## config.mk

```make
export PLATFORM = sky130hd
export DESIGN_NAME = core_wb_stage_flat
export DESIGN_NICKNAME = d
export VERILOG_FILES = /design/src/rtl/core_wb_stage_if.sv /design/src/rtl/core_wb_stage.sv /design/src/flat_wrapper.sv
export SDC_FILE = /design/constraint.sdc
export NUM_CORES = 1
export LEC_CHECK = 0
export ABC_AREA = 1
export BUFFER_PORTS_ARGS = -buffer_cell sky130_fd_sc_hd__buf_2
export CAP_MARGIN = 20
export CORE_MARGIN = 3
export CORE_UTILIZATION = 49
export CTS_BUF_LIST = sky130_fd_sc_hd__clkbuf_8
export DETAILED_ROUTE_END_ITERATION = 10
export MAX_ROUTING_LAYER = met4
export PLACE_DENSITY_LB_ADDON = 0.05
export SYNTH_ARGS = -nofsm -noshare
export SYNTH_HDL_FRONTEND = slang
export SYNTH_SLANG_ARGS = --single-unit
```

## constraint.sdc

```tcl
create_clock -name clk -period 1.5 [get_ports clk]
set_input_delay 0.3 -clock clk [delete_from_list [all_inputs] [get_ports clk]]
set_output_delay 0.3 -clock clk [all_outputs]
set_load 0.05 [all_outputs]
```

## src/rtl/core_wb_stage_if.sv

```systemverilog
// core_wb_stage_if: MEM-side handshake, dmem response and regfile write port of the writeback stage
interface core_wb_stage_if #(
  parameter int XLEN      = 32,
  parameter int RET_CNT_W = 32
);
  logic                 mem_valid;
  logic                 mem_ready;
  logic [4:0]           mem_rd_addr;
  logic                 mem_rd_wen;
  logic                 mem_is_load;
  logic [2:0]           mem_funct3;
  logic [1:0]           mem_addr_lo;
  logic [XLEN-1:0]      mem_result;
  logic                 dmem_rvalid;
  logic [XLEN-1:0]      dmem_rdata;
  logic [4:0]           reg_waddr;
  logic [XLEN-1:0]      reg_wdata;
  logic                 reg_wen;
  logic                 load_err;
  logic [RET_CNT_W-1:0] instret;
  modport master (
    output mem_valid, mem_rd_addr, mem_rd_wen, mem_is_load, mem_funct3, mem_addr_lo,
           mem_result, dmem_rvalid, dmem_rdata,
    input  mem_ready, reg_waddr, reg_wdata, reg_wen, load_err, instret
  );
  modport slave (
    input  mem_valid, mem_rd_addr, mem_rd_wen, mem_is_load, mem_funct3, mem_addr_lo,
           mem_result, dmem_rvalid, dmem_rdata,
    output mem_ready, reg_waddr, reg_wdata, reg_wen, load_err, instret
  );
endinterface

```

## src/rtl/core_wb_stage.sv

```systemverilog
// core_wb_stage: writeback stage; registers one regfile write per retiring op,
// waits for dmem on loads and extracts/extends the addressed byte, half or word.
module core_wb_stage #(
  parameter int XLEN      = 32,
  parameter int RET_CNT_W = 32
) (
  input  logic           clk,
  input  logic           rst_sync,
  input  logic           stall_n,
  core_wb_stage_if.slave wb
);
  typedef enum logic {IDLE, WAIT_LOAD} state_t;
  state_t               state_q;
  logic [4:0]           rd_q;
  logic [2:0]           f3_q;
  logic [1:0]           lo_q;
  logic [4:0]           reg_waddr_q;
  logic [XLEN-1:0]      reg_wdata_q;
  logic                 reg_wen_q;
  logic                 load_err_q;
  logic [RET_CNT_W-1:0] instret_q;
  logic [7:0]           byte_d;
  logic [15:0]          half_d;
  logic [XLEN-1:0]      ld_data_d;
  logic                 bad_load_d;
  always_comb begin
    byte_d     = wb.dmem_rdata[{lo_q, 3'b000} +: 8];
    half_d     = wb.dmem_rdata[{lo_q[1], 4'b0000} +: 16];
    ld_data_d  = f3_q[1:0] == 2'd0 ? {{(XLEN-8){byte_d[7] & ~f3_q[2]}}, byte_d}
               : f3_q[1:0] == 2'd1 ? {{(XLEN-16){half_d[15] & ~f3_q[2]}}, half_d}
               : wb.dmem_rdata;
    // funct3 3/6/7 are illegal; LH/LHU need even, LW word-aligned addresses
    bad_load_d = wb.mem_funct3 == 3'd3 || wb.mem_funct3[2:1] == 2'b11
              || (wb.mem_funct3[1:0] == 2'd1 && wb.mem_addr_lo[0])
              || (wb.mem_funct3 == 3'd2 && wb.mem_addr_lo != 2'd0);
  end
  assign wb.mem_ready = rst_sync && stall_n && state_q == IDLE;
  assign wb.reg_waddr = reg_waddr_q;
  assign wb.reg_wdata = reg_wdata_q;
  assign wb.reg_wen   = reg_wen_q;
  assign wb.load_err  = load_err_q;
  assign wb.instret   = instret_q;
  always_ff @(posedge clk or negedge rst_sync) begin
    if (!rst_sync) begin
      state_q     <= IDLE;
      rd_q        <= '0;
      f3_q        <= '0;
      lo_q        <= '0;
      reg_waddr_q <= '0;
      reg_wdata_q <= '0;
      reg_wen_q   <= 1'b0;
      load_err_q  <= 1'b0;
      instret_q   <= '0;
    end else if (stall_n) begin
      reg_wen_q  <= 1'b0;
      load_err_q <= 1'b0;
      if (state_q == IDLE && wb.mem_valid) begin
        if (!wb.mem_is_load) begin
          reg_waddr_q <= wb.mem_rd_addr;
          reg_wdata_q <= wb.mem_result;
          reg_wen_q   <= wb.mem_rd_wen && wb.mem_rd_addr != 5'd0;
          instret_q   <= instret_q + 1'b1;
        end else if (bad_load_d) begin
          load_err_q <= 1'b1;
        end else begin
          rd_q    <= wb.mem_rd_addr;
          f3_q    <= wb.mem_funct3;
          lo_q    <= wb.mem_addr_lo;
          state_q <= WAIT_LOAD;
        end
      end else if (state_q == WAIT_LOAD && wb.dmem_rvalid) begin
        reg_waddr_q <= rd_q;
        reg_wdata_q <= ld_data_d;
        reg_wen_q   <= rd_q != 5'd0;
        instret_q   <= instret_q + 1'b1;
        state_q     <= IDLE;
      end
    end
  end
endmodule

```

## src/flat_wrapper.sv

```systemverilog
// flat-port wrapper written by rule: the top's interface ports become plain ports
module core_wb_stage_flat 
#(
  parameter int XLEN      = 32,
  parameter int RET_CNT_W = 32
)
  (clk, rst_sync, stall_n, wb_mem_valid, wb_mem_rd_addr, wb_mem_rd_wen, wb_mem_is_load, wb_mem_funct3, wb_mem_addr_lo, wb_mem_result, wb_dmem_rvalid, wb_dmem_rdata, wb_mem_ready, wb_reg_waddr, wb_reg_wdata, wb_reg_wen, wb_load_err, wb_instret);
  core_wb_stage_if #(.XLEN(XLEN), .RET_CNT_W(RET_CNT_W)) wb_i ();
  input  logic clk;
  input  logic rst_sync;
  input  logic stall_n;
  input wire logic [$bits(wb_i.mem_valid)-1:0] wb_mem_valid;
  input wire logic [$bits(wb_i.mem_rd_addr)-1:0] wb_mem_rd_addr;
  input wire logic [$bits(wb_i.mem_rd_wen)-1:0] wb_mem_rd_wen;
  input wire logic [$bits(wb_i.mem_is_load)-1:0] wb_mem_is_load;
  input wire logic [$bits(wb_i.mem_funct3)-1:0] wb_mem_funct3;
  input wire logic [$bits(wb_i.mem_addr_lo)-1:0] wb_mem_addr_lo;
  input wire logic [$bits(wb_i.mem_result)-1:0] wb_mem_result;
  input wire logic [$bits(wb_i.dmem_rvalid)-1:0] wb_dmem_rvalid;
  input wire logic [$bits(wb_i.dmem_rdata)-1:0] wb_dmem_rdata;
  output wire logic [$bits(wb_i.mem_ready)-1:0] wb_mem_ready;
  output wire logic [$bits(wb_i.reg_waddr)-1:0] wb_reg_waddr;
  output wire logic [$bits(wb_i.reg_wdata)-1:0] wb_reg_wdata;
  output wire logic [$bits(wb_i.reg_wen)-1:0] wb_reg_wen;
  output wire logic [$bits(wb_i.load_err)-1:0] wb_load_err;
  output wire logic [$bits(wb_i.instret)-1:0] wb_instret;
  assign wb_i.mem_valid = wb_mem_valid;
  assign wb_i.mem_rd_addr = wb_mem_rd_addr;
  assign wb_i.mem_rd_wen = wb_mem_rd_wen;
  assign wb_i.mem_is_load = wb_mem_is_load;
  assign wb_i.mem_funct3 = wb_mem_funct3;
  assign wb_i.mem_addr_lo = wb_mem_addr_lo;
  assign wb_i.mem_result = wb_mem_result;
  assign wb_i.dmem_rvalid = wb_dmem_rvalid;
  assign wb_i.dmem_rdata = wb_dmem_rdata;
  assign wb_mem_ready = wb_i.mem_ready;
  assign wb_reg_waddr = wb_i.reg_waddr;
  assign wb_reg_wdata = wb_i.reg_wdata;
  assign wb_reg_wen = wb_i.reg_wen;
  assign wb_load_err = wb_i.load_err;
  assign wb_instret = wb_i.instret;
  core_wb_stage #(.XLEN(XLEN), .RET_CNT_W(RET_CNT_W)) u_core (.clk(clk), .rst_sync(rst_sync), .stall_n(stall_n), .wb(wb_i));
endmodule
```

==> flow_metrics.py <==
metrics = {
    "run_status": {
        "outcome": "finished clean",
    },
    "sta": {
        "rsz0062_at_grt": "true",
        "min_period_over_period": 0.974,
        "fin_skew_ns": 0.0115,
        "worstMarginPinSlew_ns": 0.458,
        "layout_setup_ws_ns": 0.0397,
        "hold_violations": 0,
        "max_slew_margin": 0.695,
        "finalSetupViolCount": 0,
        "hold_slack_ns": 0.00905,
        "drv_slew": 0,
        "min_period_ns": 1.46,
        "fmax_ghz": 0.685,
    },
    "setup_path": {
        "crit_path_start_kind": "flop",
        "worst-path-buf-inv": 2,
        "crit_type": "reg -> out",
        "worst_setup_path_end_kind": "output pin",
        "reg2regPathDepth": 7,
        "cp_data_arrival_time_ns": 1.16,
        "crit_fanout": 4,
        "crit_chain": "buf_4 -> buf_4",
        "reg2reg_from": "u_core.wb.instret[1]",
        "r2r_slack_ns": 0.05,
        "worst_path_most_repeated_cell": "buf_4",
        "crit_required_ns": 1.20,
        "startpoint": "u_core.wb.instret[26]",
        "slowest_stage": "dfrtp_2",
        "cp_top_family": "flip-flops",
        "cp_slowest_stage_delay_ns": 0.45,
        "rr_endpoint": "u_core.wb.instret[12]",
    },
    "clock_tree": {
        "path_clk_slew_ns": 0.08,
        "clk_path_buf_depth": 2,
        "cts_made_buffers": 9,
        "cts.sinks": 82,
        "cts_tree": "built",
        "hold_buffers": 0,
        "cts-root-buf": "clkbuf_8",
        "htree_levels": 3,
        "worstSkewPairLatency_ns": 0.37,
    },
    "layout": {
        "layout.nets": 1034,
        "drive_gt1_frac": 0.315,
        "fillCellCount": 941,
        "n_antenna_cell": 0,
        "area_delta_synth_final_pct": 29.0,
    },
    "floorplan": {
        "dieWidth_um": 111,
        "io_pins": 153,
        "row_count": 37,
        "coreArea_mm2": 0.0105,
        "fp.dieArea_mm2": 0.0123,
        "start_util": 0.512,
        "fp.dieH_um": 111,
    },
    "pwr": {
        "finalPower_w": 0.00886,
        "powerDensity_mw_per_mm2": 1280,
        "vdd_drop_max_uv": 1170,
        "leakage_nw": 3.66,
    },
    "place": {
        "dp_hpwl_mm": 12.2,
        "pre_cts_ws_ns": 0.0252,
        "portBuffers": 152,
        "gp_congestion": 0.933,
    },
    "synthesis": {
        "seq_area_frac_synth": 0.381,
        "avgSynthCellArea_um2": 6.91,
        "netlist_area_mm2": 0.00538,
        "yosysWarnings": 0,
        "synth.distinct_cells": 36,
        "postSynthRegisterBits": 82,
        "syn_inst": 779,
        "syn_nets": 861,
    },
    "route": {
        "vias_per_cell": 5.30,
        "drt-total-wl_mm": 17.3,
        "drc_errors": 0,
        "wl_per_cell_um": 15.8,
        "drtIter0Drc": 626,
        "via_count": 5789,
        "ant_nets": 0,
        "dr.pass1.iters": 7,
    },
    "global_routing": {
        "grt_overflow": 0,
        "grt_pass1_wl_mm": 26.5,
        "grt_use_total": 0.271,
        "antenna_found_initial": 0,
        "grt_pass1_vias": 5298,
        "grt_max_degree": 83,
    },
    "job": {
        "maxCapViolCount": 0,
    },
    "hold_path": {
        "hp-class": "in -> async",
    },
}
-- flip-flops by register name, summed over array words and instances (netlist names) --
signal and count:
u_core.wb.instret 32, u_core.wb.reg_wdata 32, u_core.rd_q 5, u_core.wb.reg_waddr 5, u_core.f3_q 3, u_core.lo_q 2, u_core.state_q 1, u_core.wb.load_err 1
u_core.wb.reg_wen 1
-- timing repair --
item,CTS,global route
gates resized for setup,4,39
pin swaps,1,12
cloned,0,6
setup endpoints to repair,7,61
buffers inserted,0,15
-- power by group --
group	total [W]	internal [W]	switching (W)
sequential	0.00306	0.00267	0.000392
combinational	0.00410	0.00119	0.00291
clock	0.00170	0.000818	0.000886
total	0.00886	0.00468	0.00419
-- worst max-delay path by stage --
| stage | end | slack, ns | cells past startpoint |
|---|---|---|---|
| detailed placement | u_core.wb.reg_waddr[3] | 0.03 | 8 |
| global placement | u_core.wb.reg_wdata[0] | 0.07 | 7 |
| finish | wb_instret[26] | 0.04 | 2 |
| floorplan | u_core.wb.instret[24] | 0.001 | 8 |
| CTS | wb_mem_ready | 0.0009 | 2 |
| global route | u_core.wb.reg_wdata[24] | -0.04 | 8 |
-- cells in the final DEF, fill, tap and decap left out, drive strengths merged --
cell type  Yosys  routed
a21oi         16      16
a31oi          6       6
and2           1       1
buf           30     186
bufinv         0       1
clkbuf         1      14
clkinv         2       2
clkinvlp       0       4
dfrtp         82      82
ha             1       1
inv           56      57
nand2        333     333
nand3         62      62
nand3b        18      18
nand4         11      13
nor2         117     118
nor3           3       3
o211ai        11      11
o21ai         13      13
xnor2          6       6
xor2          10      10
-- cell type report --
class / instances / area (um^2) / share of cell area
Sequential cell: 82 / 2080 / 0.300
Clock buffer: 10 / 138 / 0.0198
Inverter: 58 / 230 / 0.0332
Multi-Input combinational cell: 611 / 3060 / 0.440
Timing Repair Buffer: 190 / 1200 / 0.173
Clock inverter: 6 / 66.3 / 0.00955
Tap cell: 136 / 170 / 0.0245
-- synthesized netlist by cell type --
master    count  area, um^2
a31oi_1       6        37.5
nand2_2       8        50.1
xnor2_1       6        52.6
nor2_1      107         402
nand3_2       5        50.1
o21ai_2       7        61.3
buf_4         7        52.6
buf_6         6        67.6
xor2_1       10        87.6
nand3_4       2        35.0
nor3_1        1        5.00
nor2_4        5        56.3
nor2_2        3        18.8
nor3_4        2        32.5
o211ai_1      4        30.0
nor2_8        2        40.0
and2_1        1        6.26
a21oi_1      16        80.1
buf_2        15        75.1
nand4_4       1        21.3
o21ai_0       3        15.0
nand2_1     323        1210
inv_4         1        6.26
dfrtp_1      82        2050
o211ai_2      7        87.6
buf_1         2        7.51
ha_1          1        12.5
inv_1        51         191
nand3_1      55         275
clkinv_1      2        7.51
o21ai_1       3        15.0
inv_2         4        15.0
nand3b_1     18         135
nand2_4       2        22.5
nand4_1      10        62.6
clkbuf_1      1        3.75
-- layer usage --
metal,global-route usage,part of all wire,vias up
li1,-,-,2800
met1,0.372,0.44,2665
met2,0.408,0.45,294
met3,0.0529,0.086,30
met4,0.0829,0.016,0
met5,-,0,-
-- stage by stage --
| step | cell area [um^2] | util | TNS, ns | cells |
|---|---|---|---|---|
| 6_report | 6940 | 0.661 | 0 | 1093 |
| 5_1_grt | 6940 | 0.661 | -0.418 | 1093 |
| 4_1_cts | 6590 | 0.627 | 0 | 1072 |
| 3_3_place_gp | 6370 | 0.606 | 0 | 1056 |
| 2_1_floorplan | 5420 | - | 0 | 779 |
| 3_5_place_dp | 6370 | 0.606 | 0 | 1056 |
-- cell families (layout without fill, tap and decap cells) --
| logic type | Yosys count | after routing | synth area share |
|---|---|---|---|
| AOI/OAI and AO/OA | 46 | 46 | 0.0607 |
| buffers and inverters | 89 | 264 | 0.0793 |
| xor gates and xnor gates | 16 | 16 | 0.0260 |
| and+or+nand+nor | 545 | 548 | 0.450 |
| adders and majority gates | 1 | 1 | 0.00232 |
| DFF | 82 | 82 | 0.381 |
No activity file was read; power rests on OpenSTA's default activity.
